**config.mk**
```make
export PLATFORM = sky130hd
export DESIGN_NAME = xts_tweak_gen
export DESIGN_NICKNAME = d
export VERILOG_FILES = /design/src/rtl/xts_tweak_gen.sv
export SDC_FILE = /design/constraint.sdc
export NUM_CORES = 1
export LEC_CHECK = 0
export CORE_ASPECT_RATIO = 1.5
export CORE_UTILIZATION = 40
export DETAILED_ROUTE_END_ITERATION = 10
export HOLD_SLACK_MARGIN = 0.12
export PLACE_DENSITY = 0.78
export SETUP_SLACK_MARGIN = 0.5
export SYNTH_ARGS = -nofsm -noshare
export SYNTH_HDL_FRONTEND = slang
export SYNTH_SLANG_ARGS = --single-unit
```
**constraint.sdc**
```tcl
create_clock -name i_clk -period 2.47 [get_ports i_clk]
set_input_delay 0.6175 -clock i_clk [delete_from_list [all_inputs] [get_ports i_clk]]
set_output_delay 0.6175 -clock i_clk [all_outputs]
set_load 0.005 [all_outputs]
```
**src/rtl/xts_tweak_gen.sv**
```systemverilog
// xts_tweak_gen: turns the encrypted sector tweak E_K2(IV) into the per-block
// XTS tweak stream T_j = E_K2(IV) * alpha^j over GF(2^128). It hands the stream
// to the whitening XOR stage one tweak per accepted valid/ready transfer.
module xts_tweak_gen #(
    parameter int COUNT_W = 6
) (
    input  logic               i_clk,
    input  logic               i_rstn,
    input  logic               i_tweak_valid,
    input  logic [127:0]       i_tweak,
    input  logic [COUNT_W-1:0] i_num_blocks,
    output logic               o_load_ready,
    input  logic               i_abort,
    output logic [127:0]       o_tweak,
    output logic               o_tweak_valid,
    input  logic               i_tweak_ready,
    output logic [COUNT_W-1:0] o_block_idx,
    output logic               o_last,
    output logic               o_done
);

    typedef enum logic [1:0] {
        IDLE = 2'd0,
        RUN  = 2'd1,
        DONE = 2'd2
    } state_t;

    state_t             state;
    state_t             state_next;
    logic [127:0]       tweak_q;
    logic [COUNT_W-1:0] idx_q;
    logic [COUNT_W-1:0] num_q;
    logic               valid_q;
    logic               transfer;
    logic               is_last;

    // Multiply by alpha. Byte 0 sits in the top byte of the vector and is the
    // least significant byte, so each bit of the shift carries from byte k-1
    // into byte k. The bit that falls out of byte 15 folds back in as 0x87.
    function automatic logic [127:0] mul_alpha(input logic [127:0] t);
        logic [127:0] r;
        logic         carry;
        carry = t[7];
        r     = '0;
        for (int k = 0; k < 16; k++) begin
            r[127-8*k -: 7] = t[126-8*k -: 7];
            if (k == 0)
                r[120] = 1'b0;
            else
                r[120-8*k] = t[135-8*k];
        end
        if (carry)
            r[127:120] = r[127:120] ^ 8'h87;
        return r;
    endfunction

    assign transfer      = valid_q & i_tweak_ready;
    assign is_last       = (idx_q == (num_q - 1'b1));
    assign o_tweak       = tweak_q;
    assign o_tweak_valid = valid_q;
    assign o_block_idx   = idx_q;
    assign o_last        = valid_q & is_last;
    assign o_load_ready  = (state == IDLE);
    assign o_done        = (state == DONE);

    // State register.
    always_ff @(posedge i_clk or negedge i_rstn) begin
        if (!i_rstn)
            state <= IDLE;
        else
            state <= state_next;
    end

    // Next-state logic. Abort overrides every other event.
    always_comb begin
        state_next = state;
        if (i_abort) begin
            state_next = IDLE;
        end else begin
            case (state)
                IDLE: if (i_tweak_valid)
                          state_next = (i_num_blocks == '0) ? DONE : RUN;
                RUN:  if (transfer && is_last)
                          state_next = DONE;
                DONE: state_next = IDLE;
                default: state_next = IDLE;
            endcase
        end
    end

    // Tweak, index and valid registers: load, advance on transfer, clear on abort.
    always_ff @(posedge i_clk or negedge i_rstn) begin
        if (!i_rstn) begin
            tweak_q <= '0;
            idx_q   <= '0;
            num_q   <= '0;
            valid_q <= 1'b0;
        end else if (i_abort) begin
            tweak_q <= '0;
            idx_q   <= '0;
            valid_q <= 1'b0;
        end else begin
            case (state)
                IDLE: begin
                    if (i_tweak_valid) begin
                        tweak_q <= i_tweak;
                        num_q   <= i_num_blocks;
                        idx_q   <= '0;
                        valid_q <= (i_num_blocks != '0);
                    end
                end
                RUN: begin
                    if (transfer) begin
                        if (is_last) begin
                            valid_q <= 1'b0;
                        end else begin
                            tweak_q <= mul_alpha(tweak_q);
                            idx_q   <= idx_q + 1'b1;
                        end
                    end
                end
                default: ;
            endcase
        end
    end

endmodule
```
* Yosys cells after proc, flatten, opt, wreduce, memory -nomap -nowiden *
Cells that the tools add are included.
Widths: inputs -> output; s select.

word-level totals
  register bits = 143
  output and inout port bits = 138

cells by class
  $add $sub $neg = 2
  equal/unequal tests = 8
  mux-type cells = 25
  bitwise gates (word level) = 4
  reductions and logical operators = 9

operators by type and width
  operator             number
  $mux 128             4
  $pmux 128 s2         1
  $mux 6               4
  $ne 3x3->1 const B   4
  $pmux 6 s2           1
  $mux 1               8
  $mux 2               4
  $mux 8               1
  $reduce_and 4->1     2
  $add 6x1->6 const B  1
  $eq 6x6->1           1
  $logic_not 6->1      1
  $reduce_bool 6->1    1
  $sub 6x1->6 const B  1
  $not 4->4            1
  $pmux 2 s2           1
  $ne 3x2->1 const B   1
  $reduce_and 3->1     1
  $reduce_bool 3->1    1
  $and 1x1->1          2
  $eq 2x1->1 const B   1
  $eq 2x2->1 const B   1
  $logic_not 2->1      1
  $pmux 1 s2           1
  3 further kinds      3

* Longest topological paths before layout *
  depth in word-level cells = 12
  mapped depth = 11
  depth with buffers taken out = 8

* Worst setup path after synthesis *
OpenSTA, ideal clock, no wires.

  kind = register -> register
  start = register num_q[0]
  end = register tweak_q[0] (netlist: o_tweak[0])
  data arrival time = 2.335 ns
  data required time = 2.395 ns
  setup slack = 0.060 ns
  stages on the path, launching flop included = 10
  cells stage by stage = dfrtp_1 > or4_1 > nor3_1 > and4bb_4 > and2_4 > a2111o_1 > buf_2 > buf_6 > buf_6 > o2bb2ai_2

between the ends
  cells in the longest elaborated chain, start to end = 4

ends and longest elaborated chain
  item                        line  RTL
  start, declared             32    logic [COUNT_W-1:0] num_q;
  start signal, assigned      107   num_q <= i_num_blocks;
  $sub 6x1->6                 58    assign is_last = (idx_q == (num_q - 1'b1));
  $eq 6x6->1                  58
  $ne 3x3->1 (no line)        -
  $reduce_and 4->1 (no line)  -
  end signal, assigned        106   tweak_q <= i_tweak;
  end signal, assigned        117   tweak_q <= mul_alpha(tweak_q);
  end, declared               30    logic [127:0] tweak_q;

No other way between the ends.
A chain may end at the register's enable or synchronous reset.

* Worst setup path after layout *
  start = register num_q[1]
  end = register tweak_q[107] (netlist: o_tweak[107])

Same word-level chain as after synthesis.

==> metrics.cfg <==
[logic_synthesis]
synth_area_mm2=0.007012
synth_xor_area_frac=0.01249
synth-edff-count=0
muxShareOfSynthArea=0.01071
synth-main-ff-cell=dfrtp_1
synth_top_family_by_area=compound AO/OA/AOI/OAI gates
synth_seq_cells=143
avgSynthCellArea_um2=12.34
synth_compound_area_frac=0.3717
async_reset_ff_frac=1.000
yosysTopAreaCell=dfrtp_1
synth_top_area_share=0.5103
ys_seq_area_frac=0.5103
synth_fa_ha_area_frac=0.003569
synth_area_leaders=dfrtp_1 51%, a22oi_1 13%, o2bb2ai_2 13%
yosys_warnings=0
synthDistinctLibCells=46
syn_inst=568
syn_nets=709
synthSimpleGateAreaFrac=0.04764

[sta]
setup_viol=135
grt_setup_unrepaired=true
worst_pin_slew_ns=0.6101
finalHoldViolCount=0
fmax_mhz=357.9
fin_ws_ns=-0.3244
final-max-slew-violation-count=0
slew_headroom=0.5932
fin_skew_ns=0.009424
min_period_over_period=1.131
layout_min_cycle_time_ns=2.794

[die]
initial_utilization=0.4129
ios=277
fp.dieW_um=110.1
fp.dieArea_mm2=0.01807
rows=58
die_y_um=164.2
core-area_mm2=0.01698

[setup_path]
rr_startpoint=num_q[1]$_DFFE_PN0P_
max_stage_delay_ns=0.53
worstPathMaxFanout=7
cp_cell_sequence=inv_2 > ha_4 > and3b_2 > nor3_4 > o31ai_4 > buf_6 > and2_4 > a2111o_2 > buf_12 > buf_12 > buf_16 > o2bb2ai_2
cp_top_family=compound AO/OA/AOI/OAI gates
cpMaxStageDelayCell=a2111o_2
crit_type=reg2reg
r2r_cells=12
start_kind=flip-flop
cp_data_required_time_ns=2.81
crit_arrival_ns=3.14
critPathLaunch=num_q[1]$_DFFE_PN0P_
path_depth=12
crit_path_frequent_cell=buf_12
crit_buf_inv=5
end_kind=flip-flop

[global_routing]
grt_pass1_wl_um=41550
grt_pass1_vias=7561
gr-total-overflow=0
antenna_found_initial=2
track_usage=0.3116
grt_max_degree=67

[cells_and_area]
post-route-util=0.8215
num-nets-final=1148
n_fill_cell=836
final_cells=1230
layout-drive-gt1-share=0.3949
area_growth_pct=98.95

[placement]
portBuffers=276
dp_cells=1030
gp_congestion=0.8573
hpwl_um=15730

[clock_tree]
cts.sinks=143
clockBufferDepth=2
cts-htree-levels=4
cts_tree=built
numCtsBuffers=17
clkSlewWorstSetupHoldPaths_ns=0.06
cts_root_buffer=clkbuf_16
clkLatencyLatePin_ns=0.43

[outcome]
violations=setup timing
status=finished with violations

[routing]
routedWlPerCell_um=26.96
drtPass1Iterations=5
dr.first_iter.drc_count=521
ant_nets=0
drc=0
drt_wl_total_um=33160
via_per_inst=6.161
dr_total_vias=7578

[worst_hold_path]
hold_class=in2async

[power]
irDropWorstVdd_uv=578.9
p_per_area_mw_per_mm2=597.3
leakagePower_nw=6.495

[job]
max-cap-violations=0

==> registers in the layout (all words and copies together) (netlist names) <==
signal / flops
num_q: 6
o_block_idx: 6
o_tweak: 128
o_tweak_valid: 1
state: 2
==> cell usage in the layout, fill, tap and decap left out, types with 3 or more instances in the layout <==
cell / instances
clkdlybuf4s50_1: 206
buf_4: 144
dfrtp_1: 132
a22oi_1: 124
o2bb2ai_2: 67
o2bb2ai_4: 57
dlymetal6s2s_1: 45
clkbuf_16: 25
dlygate4sd2_1: 19
buf_6: 17
buf_12: 16
nor2_1: 15
buf_16: 15
nand2_1: 12
dfrtp_2: 11
a21oi_1: 10
xor2_1: 8
nor2b_1: 6
buf_8: 5
and3_1: 4
mux2_2: 4
clkinv_2: 4
nor3_1: 3
o22ai_1: 3
clkbuf_8: 3
==> through the flow <==
stage	instance area, µm²	setup TNS, ns	hold WS (ns)	power (mW)	worst slack [ns]
2_1_floorplan	7048	0	0.3219	3.620	0.1153
3_3_place_gp	10190	-0.1083	0.4964	4.597	-0.1083
3_5_place_dp	10190	-4.725	0.5004	4.667	-0.2130
4_1_cts	12220	-16.52	0.1488	7.638	-0.2297
5_1_grt	13950	-33.73	0.1666	8.606	-0.3659
6_report	13950	-27.76	0.1360	8.332	-0.3244
==> power by group <==
part | total (mW) | internal [mW] | switching, mW
Clock | 2.47 | 1.46 | 1.01
Combinational | 3.05 | 1.67 | 1.38
Sequential | 2.82 | 2.59 | 0.228
Total | 8.33 | 5.71 | 2.62
==> per-layer routing <==
metal	GRT usage	wire length, µm	vias up
li1	-	-	3150
met4	0.2004	2274	0
met3	0.07460	2198	151
met1	0.3255	11350	3826
met5	0	0	-
met2	0.5483	17340	451
==> synthesized netlist by cell type (all sizes together) (4+ instances only) <==
library cell and instances:
a21oi 11, a22oi 124, and3 5, buf 21
clkbuf 40, dfrtp 143, mux2 4, nand2 12
nor2 16, nor2b 7, nor3 5, o21ai 6
o2bb2ai 124, xor2 8
==> final timing paths <==
check                                            to  slack, ns
max                        o_tweak[107]$_DFFE_PN0P_      -0.32
min                        o_tweak[117]$_DFFE_PN0P_       0.14
max reg2reg                o_tweak[107]$_DFFE_PN0P_      -0.32
min reg2reg                  o_tweak[1]$_DFFE_PN0P_       0.52
max in group asynchronous    o_tweak[8]$_DFFE_PN0P_       1.66
min in group i_clk           o_tweak[1]$_DFFE_PN0P_       0.52
==> kinds of logic after synthesis <==
group	count (synthesis)
adder cells (fa/ha/maj)	2
multiplexers	7
XOR/XNOR	10
buffers and inverters	64
AND/OR/NAND/NOR	62
AO/OA/AOI/OAI	280
flip-flops	143
==> repair_timing <==
| item | 4_1_cts | 5_1_grt |
|---|---|---|
| hold buffers | 0 | 0 |
| buffers inserted | 70 | 73 |
| endpoints found under the setup margin | 210 | 222 |
| pin swaps | 7 | 16 |
| gates cloned | 15 | 10 |
| resized for setup | 142 | 136 |
==> layout make-up <==
| class | instances | area (µm²) | share of cell area |
|---|---|---|---|
| multi-input cells | 361 | 4354 | 0.3121 |
| repair buffers | 481 | 5169 | 0.3705 |
| well taps | 210 | 262.8 | 0.01884 |
| inverters | 3 | 11.26 | 0.0008072 |
| clock buffers | 21 | 470.5 | 0.03373 |
| diodes | 2 | 5.005 | 0.0003588 |
| flip-flops and latches | 143 | 3592 | 0.2575 |
| clock inverters | 9 | 85.08 | 0.006099 |
(Power assumes the default switching activity.)
